## config.mk

```make
export PLATFORM = sky130hd
export DESIGN_NAME = slc3_mem_bridge_flat
export DESIGN_NICKNAME = d
export VERILOG_FILES = /design/src/rtl/slc3_mem_bridge_if.sv /design/src/rtl/slc3_mem_bridge.sv /design/src/flat_wrapper.sv
export SDC_FILE = /design/constraint.sdc
export NUM_CORES = 1
export LEC_CHECK = 0
export BUFFER_PORTS_ARGS = -buffer_cell sky130_fd_sc_hd__clkbuf_2
export CORE_ASPECT_RATIO = 0.6
export CORE_MARGIN = 2
export CORE_UTILIZATION = 54
export CTS_CLUSTER_DIAMETER = 150
export CTS_CLUSTER_SIZE = 25
export DETAILED_ROUTE_END_ITERATION = 6
export GPL_TIMING_DRIVEN = 1
export PLACE_DENSITY = 0.83
export SETUP_SLACK_MARGIN = 0.4
export SLEW_MARGIN = 20
export SYNTH_ARGS = -nofsm -noshare
export SYNTH_HDL_FRONTEND = slang
export SYNTH_SLANG_ARGS = --single-unit
```

## constraint.sdc

```tcl
create_clock -name clk -period 2.9 [get_ports clk]
set_input_delay 0.435 -clock clk [delete_from_list [all_inputs] [get_ports clk]]
set_output_delay 0.435 -clock clk [all_outputs]
set_load 0.02 [all_outputs]
```

## src/rtl/slc3_mem_bridge_if.sv

```systemverilog
// Core-side memory bus and block-RAM port of the SLC-3 memory bridge.
// Latency: none, wires only.
// Backpressure: none; completion is signalled by the bridge with mem_ready.
interface slc3_mem_bridge_if #(
    parameter int RAM_AW = 16
);
    // core side
    logic              mem_mem_ena;
    logic              mem_wr_ena;
    logic [15:0]       mem_addr;
    logic [15:0]       mem_wdata;
    logic [15:0]       mem_rdata;
    logic              mem_ready;
    // block RAM side
    logic              ram_en;
    logic              ram_we;
    logic [RAM_AW-1:0] ram_addr;
    logic [15:0]       ram_wdata;
    logic [15:0]       ram_rdata;

    // environment: the core plus the RAM macro
    modport master (
        output mem_mem_ena, mem_wr_ena, mem_addr, mem_wdata, ram_rdata,
        input  mem_rdata, mem_ready, ram_en, ram_we, ram_addr, ram_wdata
    );

    // the bridge itself
    modport slave (
        input  mem_mem_ena, mem_wr_ena, mem_addr, mem_wdata, ram_rdata,
        output mem_rdata, mem_ready, ram_en, ram_we, ram_addr, ram_wdata
    );
endinterface

```

## src/rtl/slc3_mem_bridge.sv

```systemverilog
// Single-outstanding memory bridge: block RAM, one memory-mapped I/O word (switches/hex).
// Latency request->mem_ready: I/O, unmapped and RAM write 1 cycle; RAM read RD_LATENCY+2.
// Backpressure: a request is taken only in IDLE; the core must hold mem_mem_ena until mem_ready.
module slc3_mem_bridge #(
    parameter int          RAM_AW     = 16,
    parameter int          RD_LATENCY = 2,
    parameter logic [15:0] IO_ADDR    = 16'hFFFF
) (
    input  logic                 clk,
    input  logic                 reset,
    slc3_mem_bridge_if.slave     bus,
    input  logic [15:0]          sw_i,
    output logic [15:0]          hex_o
);

    localparam logic [2:0] IDLE    = 3'd0;
    localparam logic [2:0] ISSUE   = 3'd1;
    localparam logic [2:0] RD_WAIT = 3'd2;
    localparam logic [2:0] DONE    = 3'd3;
    localparam logic [2:0] HOLD    = 3'd4;

    logic [2:0]        state;
    logic [RAM_AW-1:0] lat_addr;
    logic [15:0]       lat_wdata;
    logic              lat_wr;
    logic [1:0]        cnt;
    logic [15:0]       rdata_q;
    logic [15:0]       hex_q;
    logic [15:0]       sw_meta;
    logic [15:0]       sw_sync;

    logic is_io;
    logic is_ram;
    logic in_issue;

    // Decode is done on the live address in IDLE; the I/O word wins over RAM.
    assign is_io    = (bus.mem_addr == IO_ADDR);
    assign is_ram   = !is_io && (32'(bus.mem_addr) < (32'd1 << RAM_AW));
    assign in_issue = (state == ISSUE);

    // RAM strobes exist only in ISSUE, so each access touches the RAM at most once.
    assign bus.ram_en    = in_issue;
    assign bus.ram_we    = in_issue && lat_wr;
    assign bus.ram_addr  = in_issue ? lat_addr : '0;
    assign bus.ram_wdata = (in_issue && lat_wr) ? lat_wdata : 16'h0000;

    // A RAM write completes in its ISSUE cycle; everything else completes in DONE.
    assign bus.mem_ready = (state == DONE) || (in_issue && lat_wr);
    assign bus.mem_rdata = rdata_q;
    assign hex_o         = hex_q;

    // Two-flop synchroniser for the asynchronous board switches.
    always_ff @(posedge clk or negedge reset) begin
        if (!reset) begin
            sw_meta <= 16'h0000;
            sw_sync <= 16'h0000;
        end else begin
            sw_meta <= sw_i;
            sw_sync <= sw_meta;
        end
    end

    // Access FSM: accept, decode, issue to RAM, wait out read latency, complete, hold.
    always_ff @(posedge clk or negedge reset) begin
        if (!reset) begin
            state     <= IDLE;
            lat_addr  <= '0;
            lat_wdata <= 16'h0000;
            lat_wr    <= 1'b0;
            cnt       <= 2'd0;
            rdata_q   <= 16'h0000;
            hex_q     <= 16'h0000;
        end else begin
            case (state)
                IDLE: begin
                    if (bus.mem_mem_ena) begin
                        lat_addr  <= bus.mem_addr[RAM_AW-1:0];
                        lat_wdata <= bus.mem_wdata;
                        lat_wr    <= bus.mem_wr_ena;
                        if (is_io) begin
                            if (bus.mem_wr_ena) begin
                                hex_q <= bus.mem_wdata;
                            end else begin
                                rdata_q <= sw_sync;
                            end
                            state <= DONE;
                        end else if (is_ram) begin
                            state <= ISSUE;
                        end else begin
                            // unmapped: reads return zero, writes vanish
                            if (!bus.mem_wr_ena) begin
                                rdata_q <= 16'h0000;
                            end
                            state <= DONE;
                        end
                    end
                end
                ISSUE: begin
                    if (lat_wr) begin
                        state <= HOLD;
                    end else begin
                        cnt   <= 2'(RD_LATENCY - 1);
                        state <= RD_WAIT;
                    end
                end
                RD_WAIT: begin
                    if (cnt == 2'd0) begin
                        rdata_q <= bus.ram_rdata;
                        state   <= DONE;
                    end else begin
                        cnt <= cnt - 2'd1;
                    end
                end
                DONE: begin
                    state <= HOLD;
                end
                HOLD: begin
                    // the core keeps mem_mem_ena up across several control states
                    if (!bus.mem_mem_ena) begin
                        state <= IDLE;
                    end
                end
                default: begin
                    state <= IDLE;
                end
            endcase
        end
    end

endmodule

```

## src/flat_wrapper.sv

```systemverilog
// flat-port wrapper written by rule: the top's interface ports become plain ports
module slc3_mem_bridge_flat 
#(
    parameter int          RAM_AW     = 16,
    parameter int          RD_LATENCY = 2,
    parameter logic [15:0] IO_ADDR    = 16'hFFFF
)
  (clk, reset, sw_i, hex_o, bus_mem_mem_ena, bus_mem_wr_ena, bus_mem_addr, bus_mem_wdata, bus_ram_rdata, bus_mem_rdata, bus_mem_ready, bus_ram_en, bus_ram_we, bus_ram_addr, bus_ram_wdata);
  slc3_mem_bridge_if #(.RAM_AW(RAM_AW)) bus_i ();
  input  logic clk;
  input  logic reset;
  input  logic [15:0] sw_i;
  output logic [15:0] hex_o;
  input wire logic [$bits(bus_i.mem_mem_ena)-1:0] bus_mem_mem_ena;
  input wire logic [$bits(bus_i.mem_wr_ena)-1:0] bus_mem_wr_ena;
  input wire logic [$bits(bus_i.mem_addr)-1:0] bus_mem_addr;
  input wire logic [$bits(bus_i.mem_wdata)-1:0] bus_mem_wdata;
  input wire logic [$bits(bus_i.ram_rdata)-1:0] bus_ram_rdata;
  output wire logic [$bits(bus_i.mem_rdata)-1:0] bus_mem_rdata;
  output wire logic [$bits(bus_i.mem_ready)-1:0] bus_mem_ready;
  output wire logic [$bits(bus_i.ram_en)-1:0] bus_ram_en;
  output wire logic [$bits(bus_i.ram_we)-1:0] bus_ram_we;
  output wire logic [$bits(bus_i.ram_addr)-1:0] bus_ram_addr;
  output wire logic [$bits(bus_i.ram_wdata)-1:0] bus_ram_wdata;
  assign bus_i.mem_mem_ena = bus_mem_mem_ena;
  assign bus_i.mem_wr_ena = bus_mem_wr_ena;
  assign bus_i.mem_addr = bus_mem_addr;
  assign bus_i.mem_wdata = bus_mem_wdata;
  assign bus_i.ram_rdata = bus_ram_rdata;
  assign bus_mem_rdata = bus_i.mem_rdata;
  assign bus_mem_ready = bus_i.mem_ready;
  assign bus_ram_en = bus_i.ram_en;
  assign bus_ram_we = bus_i.ram_we;
  assign bus_ram_addr = bus_i.ram_addr;
  assign bus_ram_wdata = bus_i.ram_wdata;
  slc3_mem_bridge #(.RAM_AW(RAM_AW), .RD_LATENCY(RD_LATENCY), .IO_ADDR(IO_ADDR)) u_core (.clk(clk), .reset(reset), .bus(bus_i), .sw_i(sw_i), .hex_o(hex_o));
endmodule
```

==> run_results.csv <==
group,metric,value,unit
status,status,"complete, no violations",
floorplan,dieWidth,115.6,um
final_layout,postLayoutCoreUtil,70.40,%
timing,hold_violations,0,
clock_network,clk_latency,0.34,ns
clock_network,clockBufferDepth,2,
timing,setup_slack,0.6197,ns
final_layout,layout-drive-gt1-share,57.32,%
clock_network,htree_levels,3,
setup_path,end_kind,"output pin",
setup_path,cp_max_fo,34,
placed_design,gp_congestion,0.7641,
detailed_routing,antenna_left,0,
detailed_routing,drtPass1Iterations,4,
timing,max_clock_freq,0.4385,GHz
yosys,ys_warn_count,0,
placed_design,dp.cells,491,
setup_path,cp_data_arrival_time,1.85,ns
setup_path,critPathRequiredTime,2.47,ns
global_route,grt_max_degree,61,
clock_network,cts_resized,0,
clock_network,numCtsBuffers,9,
detailed_routing,routed_via_density,5.073,
global_route,gr-total-overflow,0,
clock_network,clk_pin_slew,0.07,ns
global_route,grt_pass1_wl,13500,um
timing,period_needed,2.280,ns
global_route,grt_use_total,22.03,%
placed_design,place_ws,0.6531,ns
final_layout,final_common_cell,"clkbuf_2",
clock_network,cts_root_buf,"clkbuf_16",
setup_path,critical_path.cell_chain,"nand2b_1 > nor2_2 > buf_4 > and3_1 > clkbuf_2",
final_layout,num-nets-final,467,
placed_design,place_hpwl,5809,um
yosys,yosysUniqueCellTypes,30,
detailed_routing,detail_route.wirelength,8158,um
setup_path,cp_slowest_cell,"dfrtp_1",
detailed_routing,wire_per_inst,16.09,um
floorplan,boundaryPins,135,
final_layout,layout_common_cells,"clkbuf_2, dfrtp_1, mux2_2",
detailed_routing,via_count,2572,
placed_design,placement.cell_area,0.004797,mm2
run,cap_violations,0,
clock_network,holdBufCountCts,0,
clock_network,cts_tree,"done",
pwr,finalPower,4.848,mW
setup_path,slowest_delay,0.46,ns
final_layout,final_area,0.005095,mm2
worst_hold_path,hold_class,"in2async",
global_route,grt_pass1_vias,2730,
global_route,antenna_found_initial,0,
clock_network,post-cts-setup-buffer-count,0,
timing,drv_slew,0,
floorplan,dieHeight,70.95,um
yosys,ys_seq_area_share,63.28,%
yosys,synth_cells,262,
floorplan,coreArea,0.007237,mm2
timing,setup_viol_count_final,0,
pwr,powerDensity,951.5,mW/mm2
timing,fin_skew,0.008488,ns
pwr,irDropWorstVdd,0.0005791,V
detailed_routing,drc,0,
yosys,syn_area,0.004034,mm2
yosys,avgSynthCellArea,15.40,um2
final_layout,antennaDiodeCount,0,
yosys,ys_seq_elements,102,
final_layout,area_growth_syn_to_layout,26.30,%
pwr,power.leakage,2.629,nW
timing,tightestPinTransition,0.8946,ns
timing,fin_crit_sh,78.63,%
floorplan,num_rows,24,
final_layout,layout.cells.non_filler,507,
setup_path,path_class,"reg2out",
clock_network,cts.sinks,102,
timing,maxSlewHeadroom,40.36,%
setup_path,worstSetupStartpointType,"flop",
placed_design,io_buffers,134,
timing,fin_hold_ws,0.1431,ns
yosys,syn-num-nets,331,
detailed_routing,drt_first_iter_violations,166,
floorplan,start_util,55.74,%
timing,rsz0062_at_grt,"no",
timing,fin_tns_setup,0,ns
floorplan,die_area,0.008200,mm2
[cells in the mapped netlist, drive strengths merged]
cell type	n	share of area [%]
a21oi	1	0.12
o31ai	1	0.19
or3	1	0.16
a211oi	2	0.37
o211a	1	0.25
nand4	4	0.62
or3b	1	0.22
mux2	81	24
o21ai	1	0.12
ha	1	0.31
and3	16	2.5
nor3	4	0.78
nand2	1	0.093
clkbuf	5	0.47
buf	9	1.8
nand2b	3	0.47
inv	2	0.19
and2	17	2.6
nand3	1	0.25
dfrtp	102	63
o22ai	1	0.16
nor2b	1	0.16
nor2	5	0.47
nor4	1	0.31
[worst max-delay path, delay by kind of cell (launching register included)]
family | cells | cell delay (ns)
buf+inv | 2 | 0.46
flops | 1 | 0.46
simple gates | 3 | 0.56
[cells by family after synthesis]
family,Yosys count,synth area share [%]
compound gates,7,1.210
fa+ha+maj,1,0.3101
buf+inv,16,2.481
flops,102,63.28
mux,81,24.10
simple gates,55,8.623
[state kept, by name (all words and copies together), names as in the netlist]
signal and count:
u_core.lat_wr 1, u_core.bus.mem_rdata 16, u_core.cnt 2, u_core.lat_wdata 16, u_core.lat_addr 16, u_core.hex_o 16
u_core.sw_sync 16, u_core.sw_meta 16, u_core.state 3
[power by group]
| part | switching [mW] | total, mW | internal [mW] |
|---|---|---|---|
| registers | 0.258 | 2.08 | 1.83 |
| logic | 0.784 | 1.57 | 0.788 |
| clock network | 0.522 | 1.19 | 0.670 |
| total | 1.56 | 4.85 | 3.28 |
[area by class of cell]
type,instances,area (um2)
sequential,102,2552
multi-input combinational,144,1384
clock buffer,9,225.2
timing repair buffer,139,723.2
inverter,2,7.507
clock inverter,7,72.57
tap,104,130.1
fill,531,2142
[final timing paths]
check | end | cells after the start | start | slack [ns]
setup / recovery | bus_ram_wdata[4] | 5 | u_core.state[2] | 0.62
hold / removal | u_core.sw_meta[7] | 1 | reset | 0.14
setup reg to reg | u_core.hex_o[13] | 5 | u_core.state[1] | 0.78
hold reg to reg | u_core.sw_sync[1] | 0 | u_core.sw_meta[1] | 0.35
max in group asynchronous | u_core.state[2] | 2 | reset | 2.03
min in group clk | u_core.sw_meta[12] | 1 | sw_i[12] | 0.19
[routing by layer]
metal	track usage (%)	vias to the layer above	routed length [um]
li1	-	1190	-
met1	29.13	1289	3641
met2	35.02	79	3996
met3	5.656	14	355
met4	9.371	0	164
met5	0	-	0
Note: power is estimated with default switching activity, not from simulation.
